<file path="config.mk">
export PLATFORM = sky130hd
export DESIGN_NAME = dm_load_controller_flat
export DESIGN_NICKNAME = d
export VERILOG_FILES = /design/src/rtl/dm_load_controller_if.sv /design/src/rtl/dm_load_controller.sv /design/src/flat_wrapper.sv
export SDC_FILE = /design/constraint.sdc
export NUM_CORES = 1
export LEC_CHECK = 0
export BUFFER_PORTS_ARGS = -buffer_cell sky130_fd_sc_hd__buf_2
export CELL_PAD_IN_SITES_DETAIL_PLACEMENT = 1
export CELL_PAD_IN_SITES_GLOBAL_PLACEMENT = 1
export CORE_MARGIN = 5
export CORE_UTILIZATION = 40
export CTS_BUF_LIST = sky130_fd_sc_hd__clkbuf_4 sky130_fd_sc_hd__clkbuf_8
export CTS_CLUSTER_SIZE = 24
export DETAILED_ROUTE_END_ITERATION = 8
export GPL_ROUTABILITY_DRIVEN = 0
export PLACE_DENSITY = 0.82
export SETUP_SLACK_MARGIN = 0.05
export SLEW_MARGIN = 20
export SYNTH_ARGS = -nofsm -noshare
export SYNTH_HDL_FRONTEND = slang
export SYNTH_SLANG_ARGS = --single-unit
</file>
<file path="constraint.sdc">
create_clock -name clk -period 3.15 [get_ports clk]
set_input_delay 0.63 -clock clk [delete_from_list [all_inputs] [get_ports clk]]
set_output_delay 0.63 -clock clk [all_outputs]
set_load 0.005 [all_outputs]
</file>
<file path="src/rtl/dm_load_controller_if.sv">
// MEM-stage load request, DM read port and writeback bundle for dm_load_controller.
interface dm_load_controller_if #(
  parameter int unsigned ADDR_W = 32
);
  logic              i_valid;
  logic              i_ld;
  logic [ADDR_W-1:0] i_addr;
  logic [1:0]        i_unit;
  logic              i_unsigned;
  logic [4:0]        i_rd;
  logic              i_flush;
  logic              o_dm_rd_en;
  logic [ADDR_W-1:0] o_dm_addr;
  logic              i_dm_rvalid;
  logic [63:0]       i_dm_rdata;
  logic              o_stall;
  logic              o_wb_valid;
  logic [63:0]       o_wb_data;
  logic [4:0]        o_wb_rd;
  logic              o_miss_aligned_error;

  modport master (
    output i_valid, i_ld, i_addr, i_unit, i_unsigned, i_rd, i_flush,
    output i_dm_rvalid, i_dm_rdata,
    input  o_dm_rd_en, o_dm_addr, o_stall, o_wb_valid, o_wb_data, o_wb_rd,
    input  o_miss_aligned_error
  );

  modport slave (
    input  i_valid, i_ld, i_addr, i_unit, i_unsigned, i_rd, i_flush,
    input  i_dm_rvalid, i_dm_rdata,
    output o_dm_rd_en, o_dm_addr, o_stall, o_wb_valid, o_wb_data, o_wb_rd,
    output o_miss_aligned_error
  );
endinterface

</file>
<file path="src/rtl/dm_load_controller.sv">
// Load path to the 64-bit data memory: line-aligned read, lane extraction,
// sign/zero extension and a single-cycle writeback pulse.
module dm_load_controller #(
  parameter int unsigned ADDR_W = 32,
  parameter int unsigned XLEN   = 64
) (
  input logic                 clk,
  input logic                 rst,
  dm_load_controller_if.slave bus
);

  typedef enum logic [1:0] {S_IDLE, S_REQ, S_WAIT, S_RESP} state_e;

  state_e            state_q, state_d;
  logic              drop_q, drop_d;
  logic [2:0]        off_q, off_d;
  logic [1:0]        unit_q, unit_d;
  logic              uns_q, uns_d;
  logic [4:0]        rd_q, rd_d;
  logic [ADDR_W-1:0] line_q, line_d;
  logic [XLEN-1:0]   data_q, data_d;

  logic              req_ld;
  logic              misaligned;
  logic              accept;
  logic              own_rvalid;
  logic [63:0]       shifted;
  logic [XLEN-1:0]   extracted;

  // Only accesses that would cross the 8-byte line are misaligned.
  always_comb begin
    misaligned = 1'b0;
    unique case (bus.i_unit)
      2'd0:    misaligned = 1'b0;
      2'd1:    misaligned = (bus.i_addr[2:0] == 3'd7);
      2'd2:    misaligned = (bus.i_addr[2:0] >= 3'd5);
      default: misaligned = (bus.i_addr[2:0] != 3'd0);
    endcase
  end

  assign req_ld     = (state_q == S_IDLE) && bus.i_valid && bus.i_ld && !rst;
  assign accept     = req_ld && !misaligned && !bus.i_flush;
  assign own_rvalid = bus.i_dm_rvalid && !drop_q;

  assign shifted = bus.i_dm_rdata >> {off_q, 3'b000};

  always_comb begin
    extracted = '0;
    unique case (unit_q)
      2'd0:    extracted = {{56{~uns_q & shifted[7]}},  shifted[7:0]};
      2'd1:    extracted = {{48{~uns_q & shifted[15]}}, shifted[15:0]};
      2'd2:    extracted = {{32{~uns_q & shifted[31]}}, shifted[31:0]};
      default: extracted = bus.i_dm_rdata;
    endcase
  end

  always_comb begin
    state_d = state_q;
    drop_d  = drop_q;
    off_d   = off_q;
    unit_d  = unit_q;
    uns_d   = uns_q;
    rd_d    = rd_q;
    line_d  = line_q;
    data_d  = data_q;

    // A stale response is consumed in whatever state it shows up.
    if (bus.i_dm_rvalid && drop_q) begin
      drop_d = 1'b0;
    end

    unique case (state_q)
      S_IDLE: begin
        if (accept) begin
          off_d   = bus.i_addr[2:0];
          unit_d  = bus.i_unit;
          uns_d   = bus.i_unsigned;
          rd_d    = bus.i_rd;
          line_d  = {bus.i_addr[ADDR_W-1:3], 3'b000};
          state_d = S_REQ;
        end
      end
      S_REQ: begin
        state_d = bus.i_flush ? S_IDLE : S_WAIT;
      end
      S_WAIT: begin
        if (bus.i_flush) begin
          state_d = S_IDLE;
          // Our read is still outstanding unless its data arrived this cycle.
          if (!own_rvalid) begin
            drop_d = 1'b1;
          end
        end else if (own_rvalid) begin
          data_d  = extracted;
          state_d = S_RESP;
        end
      end
      default: begin
        state_d = S_IDLE;
      end
    endcase
  end

  always_ff @(posedge clk) begin
    if (rst) begin
      state_q <= S_IDLE;
      drop_q  <= 1'b0;
      off_q   <= '0;
      unit_q  <= '0;
      uns_q   <= 1'b0;
      rd_q    <= '0;
      line_q  <= '0;
      data_q  <= '0;
    end else begin
      state_q <= state_d;
      drop_q  <= drop_d;
      off_q   <= off_d;
      unit_q  <= unit_d;
      uns_q   <= uns_d;
      rd_q    <= rd_d;
      line_q  <= line_d;
      data_q  <= data_d;
    end
  end

  assign bus.o_dm_rd_en           = (state_q == S_REQ) && !bus.i_flush && !rst;
  assign bus.o_dm_addr            = (state_q == S_REQ && !rst) ? line_q : '0;
  assign bus.o_stall              = ((state_q == S_REQ || state_q == S_WAIT) && !rst) || accept;
  assign bus.o_wb_valid           = (state_q == S_RESP) && !bus.i_flush && !rst;
  assign bus.o_wb_data            = (state_q == S_RESP && !rst) ? data_q : '0;
  assign bus.o_wb_rd              = (state_q == S_RESP && !rst) ? rd_q : '0;
  assign bus.o_miss_aligned_error = req_ld && misaligned;

endmodule

</file>
<file path="src/flat_wrapper.sv">
// flat-port wrapper written by rule: the top's interface ports become plain ports
module dm_load_controller_flat 
#(
  parameter int unsigned ADDR_W = 32,
  parameter int unsigned XLEN   = 64
)
  (clk, rst, bus_i_valid, bus_i_ld, bus_i_addr, bus_i_unit, bus_i_unsigned, bus_i_rd, bus_i_flush, bus_i_dm_rvalid, bus_i_dm_rdata, bus_o_dm_rd_en, bus_o_dm_addr, bus_o_stall, bus_o_wb_valid, bus_o_wb_data, bus_o_wb_rd, bus_o_miss_aligned_error);
  dm_load_controller_if #(.ADDR_W(ADDR_W)) bus_i ();
  input logic clk;
  input logic rst;
  input wire logic [$bits(bus_i.i_valid)-1:0] bus_i_valid;
  input wire logic [$bits(bus_i.i_ld)-1:0] bus_i_ld;
  input wire logic [$bits(bus_i.i_addr)-1:0] bus_i_addr;
  input wire logic [$bits(bus_i.i_unit)-1:0] bus_i_unit;
  input wire logic [$bits(bus_i.i_unsigned)-1:0] bus_i_unsigned;
  input wire logic [$bits(bus_i.i_rd)-1:0] bus_i_rd;
  input wire logic [$bits(bus_i.i_flush)-1:0] bus_i_flush;
  input wire logic [$bits(bus_i.i_dm_rvalid)-1:0] bus_i_dm_rvalid;
  input wire logic [$bits(bus_i.i_dm_rdata)-1:0] bus_i_dm_rdata;
  output wire logic [$bits(bus_i.o_dm_rd_en)-1:0] bus_o_dm_rd_en;
  output wire logic [$bits(bus_i.o_dm_addr)-1:0] bus_o_dm_addr;
  output wire logic [$bits(bus_i.o_stall)-1:0] bus_o_stall;
  output wire logic [$bits(bus_i.o_wb_valid)-1:0] bus_o_wb_valid;
  output wire logic [$bits(bus_i.o_wb_data)-1:0] bus_o_wb_data;
  output wire logic [$bits(bus_i.o_wb_rd)-1:0] bus_o_wb_rd;
  output wire logic [$bits(bus_i.o_miss_aligned_error)-1:0] bus_o_miss_aligned_error;
  assign bus_i.i_valid = bus_i_valid;
  assign bus_i.i_ld = bus_i_ld;
  assign bus_i.i_addr = bus_i_addr;
  assign bus_i.i_unit = bus_i_unit;
  assign bus_i.i_unsigned = bus_i_unsigned;
  assign bus_i.i_rd = bus_i_rd;
  assign bus_i.i_flush = bus_i_flush;
  assign bus_i.i_dm_rvalid = bus_i_dm_rvalid;
  assign bus_i.i_dm_rdata = bus_i_dm_rdata;
  assign bus_o_dm_rd_en = bus_i.o_dm_rd_en;
  assign bus_o_dm_addr = bus_i.o_dm_addr;
  assign bus_o_stall = bus_i.o_stall;
  assign bus_o_wb_valid = bus_i.o_wb_valid;
  assign bus_o_wb_data = bus_i.o_wb_data;
  assign bus_o_wb_rd = bus_i.o_wb_rd;
  assign bus_o_miss_aligned_error = bus_i.o_miss_aligned_error;
  dm_load_controller #(.ADDR_W(ADDR_W), .XLEN(XLEN)) u_core (.clk(clk), .rst(rst), .bus(bus_i));
endmodule
</file>
; Yosys cells after proc, flatten, opt, wreduce, memory -nomap -nowiden
; Cells that the tools add are included.
[word_totals]
register_bits = 107
input_bits = 110
wordCells = 67
out_inout_bits = 105
[classes]
shift = 1
bitwise = 5
order_cmp = 1
reduce_logical = 28
muxes = 14
n_eq_ne = 10
[op_table]
columns = operator, count
row1 = case mux 64 bit (3 select lines), 1
row2 = two-way mux 64 bit, 1
row3 = right shift 64 x 6 -> 32 bit, 1
row4 = two-way mux 32 bit, 1
row5 = logical AND 1 bit, 15
row6 = == test 2 bit (second input constant), 4
row7 = two-way mux 2 bit, 4
row8 = == test 2 x 1 -> 1 bit (second input constant), 3
row9 = zero test 2 bit, 3
row10 = case mux 2 bit (3 select lines), 1
row11 = two-way mux 5 bit, 1
row12 = zero test 1 bit, 4
row13 = two-way mux 1 bit, 4
row14 = AND reduction 2 bit, 2
row15 = bitwise AND 1 bit, 3
row16 = == test 3 bit (second input constant), 1
row17 = >= comparator 3 bit (second input constant), 1
row18 = != test 3 x 2 -> 1 bit (second input constant), 1
row19 = case mux 1 bit (3 select lines), 1
row20 = AND reduction 3 bit, 1
row21 = nonzero test 3 bit, 1
row22 = logical OR 1 bit, 2
row23 = != test 2 x 1 -> 1 bit (second input constant), 1
row24 = NOT 1 bit, 2

; Logic depth before layout (Yosys ltp)
; Gate-level depths: netlist of run 1.
[logic_depth]
ltp_word = 8
mapped_depth = 10
depth_no_buf = 7

; Worst setup path after synthesis of run 1
; OpenSTA, ideal clock, no wires.
[synth_timing]
path_type = input port to output port
start = in bus_i_ld
end = out bus_o_stall
n_path_buf = 2
t_required_ps = 2520
slack_ps = 699
arrival_ps = 1821
path_stages = 6
cell_sequence = nand3_1 -> or3_1 -> a211oi_1 -> clkbuf_1 -> buf_2 -> a21o_1
[synth_via]
elab_chain_cells = 5
[synth_rtl]
columns = item, line_no
row1 = from (decl), flat_wrapper.sv:12  ; input wire logic [$bits(bus_i.i_ld)-1:0] bus_i_ld;
row2 = logical AND 1 bit (2 in series), dm_load_controller.sv:41  ; assign req_ld = (state_q == S_IDLE) && bus.i_valid && bus.i_ld && !rst;
row3 = logical AND 1 bit (2 in series), dm_load_controller.sv:42  ; assign accept = req_ld && !misaligned && !bus.i_flush;
row4 = logical OR 1 bit, dm_load_controller.sv:128  ; assign bus.o_stall = ((state_q == S_REQ || state_q == S_WAIT) && !rst) || accept;
row5 = to (decl), flat_wrapper.sv:22  ; output wire logic [$bits(bus_i.o_stall)-1:0] bus_o_stall;
; Every way passes these cells.

; Worst setup path after layout of run 1
[layout_timing]
start = reg u_core.state_q[0]
end = out bus_o_stall
[layout_via]
elab_chain_cells = 7
elab_cells_between_ends = 11
cone_classes = 2 x eq/ne / 9 x reduce/logical
[layout_rtl]
columns = item, line_no
row1 = from (decl), dm_load_controller.sv:14  ; state_e state_q, state_d;
row2 = from (signal assigned), dm_load_controller.sv:115  ; state_q <= state_d;
row3 = zero test 2 bit, dm_load_controller.sv:41
row4 = logical AND 1 bit (3 in series), dm_load_controller.sv:41
row5 = logical AND 1 bit (2 in series), dm_load_controller.sv:42
row6 = logical OR 1 bit (*), dm_load_controller.sv:128
; Every way passes the cells marked *; elsewhere a longest branch is shown, timed or not.

==> results of run 1 <==
[routing by layer]
layer  global-route usage, %  part of all wire [%]  vias up
li1                        -                     -     3093
met3                    4.33                   6.2       26
met2                    38.7                    48      209
met1                    31.0                    45     3198
met5                       0                     0        -
met4                    6.70                   1.7        0
[Yosys cell counts, types with 2 or more instances]
| master | n |
|---|---|
| mux2i_1 | 108 |
| dfxtp_1 | 107 |
| and2_1 | 99 |
| nor2_1 | 62 |
| o21ai_0 | 52 |
| nand2_1 | 49 |
| clkbuf_1 | 44 |
| a21oi_4 | 30 |
| mux2_2 | 23 |
| a21oi_1 | 21 |
| buf_2 | 16 |
| a211oi_1 | 15 |
| or3_1 | 12 |
| and4_1 | 9 |
| a222oi_1 | 8 |
| o211ai_1 | 8 |
| o21ai_1 | 8 |
| o22ai_1 | 8 |
| a22o_1 | 7 |
| mux4_2 | 7 |
| o21a_1 | 7 |
| o2bb2ai_1 | 7 |
| inv_1 | 6 |
| nor2b_1 | 6 |
| nor3_1 | 6 |
| ha_1 | 5 |
| buf_4 | 4 |
| buf_12 | 3 |
| buf_6 | 3 |
| nand2b_1 | 3 |
| nand3_1 | 3 |
| and3_1 | 2 |
| buf_1 | 2 |
| mux2_1 | 2 |
[final timing paths]
| kind | endpoint | slack, ps | depth (start not counted) | start |
|---|---|---|---|---|
| max | bus_o_stall | 490 | 7 | u_core.state_q[0] |
| min | u_core.data_q[17] | 460 | 2 | u_core.data_q[17] |
| max reg2reg | u_core.data_q[35] | 570 | 6 | u_core.off_q[2] |
| min reg2reg | u_core.data_q[17] | 460 | 2 | u_core.data_q[17] |
[cells in the final DEF, fill, tap and decap left out, drive strengths merged, types with 3 or more instances in the layout]
cell type and count:
o21ai 60, nor2b 6, mux2i 108, o21a 7, and4 9, mux2 25
inv 9, clkinv 3, a211oi 16, nand3 3, nand2 49, or3 12
o22ai 8, and3 3, mux4 8, a21oi 51, a222oi 8, and2 99
o211ai 8, buf 235, dfxtp 107, nor3 6, o2bb2ai 7, nand2b 3
a22o 7, clkbuf 10, conb 3, ha 5, nor2 62
[flip-flops by register name, summed over array words and instances (netlist names)]
name            cells
u_core.data_q      64
u_core.drop_q       1
u_core.line_q      29
u_core.off_q        3
u_core.rd_q         5
u_core.state_q      2
u_core.unit_q       2
u_core.uns_q        1
[report_power, final]
group	leakage (nW)	internal (mW)	switching, mW	total, mW
Clock	0.107	0.405	0.532	0.937
Sequential	0.863	1.37	0.0186	1.39
Combinational	2.43	0.178	0.244	0.422
[worst max-delay path: stages, from the launching register on]
cell      delay, ps
dfxtp_1         380
inv_1           100
ha_1            210
nand3_1         100
or3_1           360
a211oi_4        250
a21o_1          110
buf_2           120
[cell families (layout without fill, tap and decap cells)]
group	count (synthesis)	count (layout)	synth area share (%)
buffers and inverters	80	259	5.81
adders and majority gates	5	5	0.892
other	1	3	0.0534
AOI/OAI and AO/OA	180	180	21.0
and+or+nand+nor	260	260	19.7
DFF	107	107	30.5
muxes	141	141	22.0
[layout make-up]
| class | count | area [sq um] |
|---|---|---|
| fillers | 2110 | 8760 |
| multi-input cells | 589 | 4500 |
| flip-flops and latches | 107 | 2140 |
| repair buffers | 235 | 1300 |
| well taps | 225 | 282 |
| clock buffers | 10 | 138 |
| clock inverters | 6 | 80.1 |
| inverters | 8 | 31.3 |
[per-stage QoR]
step / total power [mW] / area [sq um] / instances
2_1_floorplan: 1.64 / 7020 / 776
3_3_place_gp: 1.83 / 8250 / 1164
3_5_place_dp: 1.84 / 8250 / 1164
4_1_cts: 2.78 / 8470 / 1180
5_1_grt: 2.88 / 8470 / 1180
6_report: 2.75 / 8470 / 1180
==> reports/results.env, run 1 <==
FLOORPLAN_CORE_AREA_SQ_UM=17200
POST_CTS.REPAIR.SETUP_BUFFERS=0
SYNTH_AREA_LEADERS='dfxtp_1, mux2i_1, and2_1, a21oi_4, o21ai_0'
SUMMED_INSTANCE_AREA_OF_THE_SYNTHESIZED_NETLIST_SQ_UM=7020
RSZ0062_AT_GRT='no'
GRT_PASS1_WL_UM=37500
YOSYSWARNINGS=0
MAX_SLEW_MARGIN_PCT=32.3
LAYOUT-DRIVE-GT1-SHARE_PCT=33.8
VIA_PER_INST=5.53
FINAL_NET_COUNT=1065
CLOCK-SINKS=107
DRTITER0DRC=435
P_LEAK_nW=3.40
FIN_SKEW_PS=14.4
NUMCTSBUFFERS=9
UTILIZATION_PCT=49.2
DP_WORST_SETUP_SLACK_PS=462
SETUP_TOTAL_NEGATIVE_SLACK_PS=0
TIMING.FINAL.HOLD_VIOLATIONS=0
WORST_SETUP_HOLD_PATH_CLK_SLEW_PS=110
CTSROOTBUFFERMASTER='clkbuf_8'
FIRST_GLOBAL_VIAS=6757
SYNTH_TOP_FLOP_CELL='dfxtp_1'
DIE_AREA_SQ_UM=20300
PERIOD_SHARE_PCT=84.4
POST-SYNTH-TOP-AREA-CELL='dfxtp_1'
AGGREGATE_ROUTED_WIRE_LENGTH_UM=24100
POSTSYNTHREGISTERBITS=107
SYNTH-ASYNC-RESET-RATIO_PCT=0
SETUP_VIOLATIONS=0
IO_PINS=215
LAYOUT_SETUP_WS_PS=493
TIGHTEST_SLEW_PS=1010
QUANTITY_OF_GATES_RESIZED_FOLLOWING_CTS=0
SYNTH.TOP_CELL.AREA_SHARE_PCT=30.5
PWRDENS_nW_PER_UM2=325
POST_SYNTH_INST_COUNT=774
GRT_ANTENNA_BEFORE_REPAIR=0
ANTENNA-DIODE-COUNT=0
SYNTH_CELL_TYPES=56
CRITICAL_PATH_CLASS='register to primary output'
POST-DP-HPWL_UM=18300
REPORT.FINAL.SLEW_VIOL_COUNT=0
CTS.PATH.MAX_BUFFERS=2
ROW_COUNT=48
ANTENNA_LEFT=0
TOTAL_GLOBAL_ROUTING_TRACK_UTILIZATION_PCT=23.3
MAXCAPVIOLATIONS=0
FMAX_MHz=376
CTS_HOLD_REPAIR.BUFFERS=0
FIN_CRIT_PS=2660
DRC_VIOLS=0
CLOCK_H_TREE_LEVELS=3
ROUTE.VIAS.TOTAL=6526
TRITONCTS_CLOCK_TREE='done'
TIMING.HOLD.WORST.CLASS='register to register'
STARTPOINT_TYPE_OF_THE_WORST_SETUP_PATH='register'
ROUTEDWLPERCELL_UM=20.4
CP.REQUIRED_PS=2520
SYN_AVG_CELL_AREA_SQ_UM=9.07
PLACEMENT.IO_BUFFERS=211
LAYOUT-AREA-OVERHEAD-VS-SYNTH_PCT=20.7
TIMING.CRITICAL_PATH.ARRIVAL_PS=2030
WORST_SETUP_PATH_END_KIND='primary output'
DIE_H_UM=142
DIE_WIDTH_UM=142
OUTCOME='finished, final reports clean'
NUMBER_OF_FLOPS_MAPPED_TO_ENABLE_CELLS_BY_YOSYS=0
FIRSTDRTPASSITERS=6
GLOBAL_ROUTE.OVERFLOW_TOTAL=0
VDD_DROP_MAX_mV=0.252
CRITPATHMAXFANOUT=6
HOLD_SLACK_PS=457
GRT_MAX_DEGREE=65
INITIAL_CORE_UTIL_PCT=40.7
SEQ_AREA_FRAC_SYNTH_PCT=30.5
CLOCK_LATENCY_PS=390
No activity file was read; power rests on OpenSTA's default activity.
==> run 2: changes to the inputs <==
CORE_UTILIZATION = 36   (was 40)
PLACE_DENSITY = 0.77   (was 0.82)
clock period = 2.3 ns   (was 3.15 ns; I/O delays follow)
==> reports/results.env, run 2 (synthesis results as in run 1) <==
LAYOUT_SETUP_WS_PS=-19.3  # -512 ps
FAILING_CHECKS='setup timing'
WORST_R2R_SRC='u_core.off_q[0]'
FINAL_NET_COUNT=1097  # +3.0%
ANTENNA_LEFT=0  # unchanged
CLOCK-SINKS=107  # unchanged
DRC_VIOLS=0  # unchanged
GRT_ANTENNA_BEFORE_REPAIR=0  # unchanged
PERIOD_SHARE_PCT=101
MAX_SLEW_MARGIN_PCT=56.3  # +24 points
TIMING.HOLD.WORST.CLASS='primary input to register'
IO_PINS=215  # unchanged
PWRDENS_nW_PER_UM2=423  # +30%
MAXCAPVIOLATIONS=0  # unchanged
GLOBAL_ROUTE.OVERFLOW_TOTAL=0  # unchanged
ROW_COUNT=51  # +6.3%
DIE_AREA_SQ_UM=22400  # +10%
FIN_SKEW_PS=22.2  # +7.78 ps
CLOCK_H_TREE_LEVELS=3  # unchanged
FLOORPLAN_CORE_AREA_SQ_UM=19300  # +12%
PLACEMENT.IO_BUFFERS=211  # unchanged
COUNT_OF_CELLS_ALONG_THE_WORST_REGISTER_TO_REGISTER_PATH=7  # +1
RSZ0062_AT_GRT='yes'
ROUTE.VIAS.TOTAL=6655  # +2.0%
FINAL-SEQ-AREA_SQ_UM=2150  # +0.12%
FIN_CRIT_PS=2320
DRTITER0DRC=486  # +12%
REG2REG_SETUP_SLACK_PS=150  # -420 ps
CP.DEPTH=7  # unchanged
CTSROOTBUFFERMASTER='clkbuf_8'
CRITPATHMAXFANOUT=6  # unchanged
WORST_SETUP_HOLD_PATH_CLK_SLEW_PS=130  # +20 ps
TOTAL_GLOBAL_ROUTING_TRACK_UTILIZATION_PCT=21.8  # -1.5 points
INITIAL_CORE_UTIL_PCT=36.3  # -4.4 points
GRT_PASS1_WL_UM=38400  # +2.2%
CRIT_START='u_core.state_q[0]'
WORST_PATH_CELL_WITH_THE_LONGEST_STAGE_DELAY='dfxtp_2'
LARGEST_REG_FLOPS=64  # unchanged
TRITONCTS_CLOCK_TREE='done'
TOTAL_POWER_mW=3.79  # +38%
TOP_REGISTER='u_core.data_q'
DIE_H_UM=150  # +5.0%
CPMOSTUSEDCELL='buf_4'
WORST_SETUP_PATH_END_KIND='primary output'
STARTPOINT_TYPE_OF_THE_WORST_SETUP_PATH='register'
CP.REQUIRED_PS=1840  # -680 ps
FIRSTDRTPASSITERS=5  # -1
TIMING.FINAL.HOLD_VIOLATIONS=0  # unchanged
LAYOUT-AREA-OVERHEAD-VS-SYNTH_PCT=27.7
MULTI_INPUT_COMB_AREA_SQ_UM=4580  # +1.9%
TIGHTEST_SLEW_PS=653  # -358 ps
TIMING.CRITICAL_PATH.CELLS='buf_6 -> ha_1 -> nor2b_4 -> buf_4 -> clkbuf_16 -> and2_4 -> buf_4'
VIA_PER_INST=5.32  # -3.9%
HOLD_SLACK_PS=271  # -186 ps
TIMING.RR.END='u_core.data_q[33]'
FMAX_MHz=431
NUMCTSBUFFERS=9  # unchanged
LAYOUT-DRIVE-GT1-SHARE_PCT=38.9  # +5.1 points
ANTENNA-DIODE-COUNT=0  # unchanged
FIRST_GLOBAL_VIAS=6719  # -0.56%
CRIT_BUF_INV=4  # +2
FILL_CELL_COUNT=2281  # +8.1%
CRITPATHCAPTURE='bus_o_wb_data[31]'
VDD_DROP_MAX_mV=0.273  # +8.2%
CPPEAKSTAGEDELAY_PS=360  # -20 ps
CTS.PATH.MAX_BUFFERS=2  # unchanged
AGGREGATE_ROUTED_WIRE_LENGTH_UM=25600  # +6.4%
STDCELL_COUNT=1252  # +6.1%
NUMBER_OF_INSTANCES_IN_THE_PLACED_DESIGN=1220  # +4.8%
CLOCK_LATENCY_PS=410  # +20 ps
LAYOUT_COMMON_CELLS='buf_2, mux2i_1, dfxtp_1, and2_1, nor2_1'
TOP_REGS='u_core.data_q x64, u_core.line_q x29, u_core.rd_q x5'
MOSTFREQUENTLAYOUTCELL='buf_2'
ROUTEDWLPERCELL_UM=20.5  # +0.29%
WORST_PATH_DOMINANT_CELL_FAMILY='buffers and inverters'
REPORT.FINAL.SLEW_VIOL_COUNT=0  # unchanged
CRITICAL_PATH_CLASS='register to primary output'
TIMING.CRITICAL_PATH.ARRIVAL_PS=1860  # -170 ps
OUTCOME='finished, violations left'
SETUP_VIOLATIONS=10  # +10
DIE_WIDTH_UM=150  # +5.0%
P_LEAK_nW=3.62  # +6.7%
POST-DP-HPWL_UM=18700  # +2.2%
GRT_MAX_DEGREE=57  # -12%
## run 2: cell types whose count changed in the layout (fill, tap and decap cells not counted), sizes merged
cell	before	now
buf	235	264
clkbuf	10	12
inv	9	11
bufinv	1	0
clkinv	3	4
clkinvlp	1	0
## run 2: through the flow
stage	util (%)	setup slack [ps]	area, sq um	TNS [ps]
finish	46.3	-19.3	8960	-56.8
global route	46.3	-98.1	8960	-4030
CTS	45.4	-31.4	8770	-31.4
detailed placement	43.6	35.0	8440	0
global placement	43.6	71.6	8440	0
floorplan	-	55.9	7020	0
## run 2: how the worst min path moves through the flow
stage	depth (start not counted)	endpoint	from	slack, ps
after floorplan	2	u_core.data_q[16]	u_core.data_q[16]	420
after global routing	3	u_core.line_q[28]	bus_i_addr[28]	270
after CTS	3	u_core.line_q[18]	bus_i_addr[18]	260
after global placement	2	u_core.data_q[23]	u_core.data_q[23]	430
after detailed placement	2	u_core.data_q[22]	u_core.data_q[22]	440
final	3	u_core.line_q[18]	bus_i_addr[18]	270
## run 2: routing by layer
metal  part of all wire (%)  global-route usage (%)  up-vias
li1                       -                       -     3158
met2                     48                    35.1      208
met4                    1.6                    6.27        0
met5                      0                       0        -
met3                    4.5                    3.15       34
met1                     46                    30.3     3255
## run 2: cell type report
cell class / instances / area share [%]
multi-input combinational: 589 / 51.2
sequential: 107 / 24.0
timing repair buffer: 267 / 18.6
tap: 265 / 3.70
clock buffer: 9 / 1.38
clock inverter: 7 / 0.852
inverter: 8 / 0.349
## run 2: power by group
group	internal [mW]	leakage [nW]	total, mW	switching (mW)
Sequential	1.88	0.864	1.90	0.0201
Clock	0.437	0.103	1.22	0.787
Combinational	0.296	2.66	0.663	0.367
## run 2: worst register-to-register path, delay by kind of cell (launching register included)
kind            cells  cell delay (ps)
mux                 1              260
simple gates        1              420
compound gates      3              510
flops               1              440
buf+inv             2              420
## run 2: timing repair
| item | 4_1_cts | 5_1_grt |
|---|---|---|
| pin swaps | 18 | 3 |
| gates resized for setup | 31 | 13 |
| hold buffers | 0 | 0 |
| endpoints found under the setup margin | 93 | 141 |
| gates cloned | 0 | 6 |
| setup buffers | 6 | 4 |
==> run 3: changes to the inputs <==
CORE_UTILIZATION = 40   (was 36)
PLACE_DENSITY = 0.82   (was 0.77)
clock period = 2.5 ns   (was 2.3 ns; I/O delays follow)
==> reports/results.env, run 3 (synthesis results as in run 1) <==
MAXCAPVIOLATIONS=0  # unchanged
CRITPATHMAXFANOUT=64  # +58
FIN_CRIT_PS=2360
GRT_PASS1_WL_UM=38200  # -0.52%
CLOCK_LATENCY_PS=390  # -20 ps
CLOCK-SINKS=107  # unchanged
OUTCOME='finished, final reports clean'
MAX_SLEW_MARGIN_PCT=56.0  # -0.27 points
TIMING.HOLD.WORST.CLASS='primary input to register'
VIA_PER_INST=5.57  # +4.7%
CPPEAKSTAGEDELAY_PS=390  # +30 ps
FMAX_MHz=424
MAXUSEDROUTINGLAYER='met4'
LARGEST_REG_FLOPS=64  # unchanged
CTS.PATH.MAX_BUFFERS=2  # unchanged
ROUTED-WL-MET3_UM=1710  # +47%
FLOORPLAN_CORE_AREA_SQ_UM=17200  # -11%
REPORT.FINAL.SLEW_VIOL_COUNT=0  # unchanged
AGGREGATE_ROUTED_WIRE_LENGTH_UM=24500  # -4.5%
DIE_H_UM=142  # -4.8%
TOTAL_POWER_mW=3.42  # -9.8%
CTS_HOLD_REPAIR.BUFFERS=0  # unchanged
CLOCK_H_TREE_LEVELS=3  # unchanged
FILL_CELL_COUNT=2071  # -9.2%
DIE_AREA_SQ_UM=20300  # -9.3%
MOSTFREQUENTLAYOUTCELL='buf_2'
VDD_DROP_MAX_mV=0.318  # +17%
LAYOUT-AREA-OVERHEAD-VS-SYNTH_PCT=21.8
SETUP_TOTAL_NEGATIVE_SLACK_PS=0  # +56.8 ps
TIGHTEST_SLEW_PS=659  # +5.72 ps
WORST_SETUP_PATH_END_KIND='primary output'
CRIT_BUF_INV=2  # -2
PLACEMENT.IO_BUFFERS=211  # unchanged
WORST_PATH_CELL_WITH_THE_LONGEST_STAGE_DELAY='dfxtp_4'
CRITICAL_PATH_CLASS='register to primary output'
MULTI_INPUT_COMB_AREA_SQ_UM=4510  # -1.5%
POST-DP-HPWL_UM=18400  # -1.3%
TRITONCTS_CLOCK_TREE='done'
RSZ0062_AT_GRT='no'
IO_PINS=215  # unchanged
DRTITER0DRC=342  # -30%
SETUP_VIOLATIONS=0  # -10
TIMING.CRITICAL_PATH.CELLS='ha_1 -> nor2b_4 -> buf_12 -> and2_1 -> buf_2'
DETAIL_ROUTE.WIRELENGTH.MET1_UM=10700  # -9.9%
DIE_WIDTH_UM=142  # -4.8%
LAYOUT_COMMON_CELLS='buf_2, mux2i_1, dfxtp_1, and2_1, nor2_1'
TOP_REGS='u_core.data_q x64, u_core.line_q x29, u_core.rd_q x5'
DRC_VIOLS=0  # unchanged
GRT_ANTENNA_BEFORE_REPAIR=1  # +1
GRT_MAX_DEGREE=65  # +14%
GLOBAL_ROUTE.OVERFLOW_TOTAL=0  # unchanged
INITIAL_CORE_UTIL_PCT=40.7  # +4.4 points
CTSROOTBUFFERMASTER='clkbuf_8'
STDCELL_COUNT=1191  # -4.9%
P_LEAK_nW=3.44  # -5.1%
PERIOD_SHARE_PCT=94.3
TIMING.CRITICAL_PATH.ARRIVAL_PS=1860  # about the same
FIRST_GLOBAL_VIAS=6749  # +0.45%
LAYOUT-DRIVE-GT1-SHARE_PCT=35.3  # -3.6 points
TOP_REGISTER='u_core.data_q'
ROW_COUNT=48  # -5.9%
ROUTEDWLPERCELL_UM=20.6  # +0.41%
WORST_PATH_DOMINANT_CELL_FAMILY='simple AND/OR/NAND/NOR gates'
CP.REQUIRED_PS=2000  # +160 ps
FINAL-SEQ-AREA_SQ_UM=2150  # +0.23%
ROUTED-WL-MET2_UM=11400  # -6.2%
NUMCTSBUFFERS=9  # unchanged
NUMBER_OF_INSTANCES_IN_THE_PLACED_DESIGN=1168  # -4.3%
WORST_SETUP_HOLD_PATH_CLK_SLEW_PS=120  # about the same
PWRDENS_nW_PER_UM2=400  # -5.5%
FINAL_NET_COUNT=1075  # -2.0%
STARTPOINT_TYPE_OF_THE_WORST_SETUP_PATH='register'
TIMING.FINAL.HOLD_VIOLATIONS=0  # unchanged
TOTAL_GLOBAL_ROUTING_TRACK_UTILIZATION_PCT=23.6  # +1.8 points
ROUTE.VIAS.TOTAL=6628  # -0.41%
ANTENNA_LEFT=0  # unchanged
FIN_SKEW_PS=13.3  # -8.93 ps
FIRSTDRTPASSITERS=5  # unchanged
## run 3: cell types whose count changed in the layout (fill, tap and decap cells not counted), sizes merged
cell | before | now
buf | 264 | 245
clkbuf | 12 | 9
clkinv | 4 | 3
clkinvlp | 0 | 2
diode | 0 | 1
inv | 11 | 10
## run 3: per-layer routing
| metal | vias to the layer above | global-route usage, % |
|---|---|---|
| met5 | - | 0 |
| met1 | 3229 | 31.6 |
| met3 | 37 | 4.64 |
| met2 | 244 | 38.0 |
| li1 | 3118 | - |
| met4 | 0 | 8.05 |
## run 3: cell type report
| cell class | count | share of cell area, % |
|---|---|---|
| well taps | 225 | 3.29 |
| repair buffers | 245 | 16.1 |
| flip-flops and latches | 107 | 25.2 |
| clock buffers | 9 | 1.45 |
| inverters | 8 | 0.366 |
| multi-input cells | 589 | 52.8 |
| clock inverters | 7 | 0.805 |
| diodes | 1 | 0.0293 |
## run 3: path summary, 6_finish.rpt
| check | end | cells after the start | startpoint | slack, ps |
|---|---|---|---|---|
| hold / removal | u_core.line_q[26] | 3 | bus_i_addr[26] | 340 |
| setup / recovery | bus_o_wb_data[27] | 5 | u_core.state_q[1] | 140 |
| hold reg to reg | u_core.data_q[19] | 2 | u_core.data_q[19] | 450 |
| setup reg to reg | u_core.data_q[25] | 6 | u_core.off_q[0] | 180 |
## run 3: tightest hold or removal path: cells and delay by family
family | cells | cell delay, ps
mux | 1 | 60
buf+inv | 1 | 70
simple gates | 1 | 70
## run 3: report_power, final
group          switching, mW  total, mW  internal, mW
registers             0.0208       1.75          1.73
clock network          0.700       1.09         0.389
logic                  0.325      0.575         0.250
## run 3: what timing repair did
action / CTS / global route
pin swaps: 2 / 2
resized for setup: 5 / 4
hold endpoints to repair: 0 / 0
setup buffers: 3 / 3
endpoints found under the setup margin: 6 / 4
## run 3: through the flow
stage	util [%]	setup slack, ps	hold slack, ps	cell area, sq um
6_report	49.6	142	336	8550
5_1_grt	49.6	33.6	319	8550
4_1_cts	49.4	60.2	313	8510
3_5_place_dp	48.1	116	436	8280
3_3_place_gp	48.1	163	431	8280
2_1_floorplan	-	216	422	7020
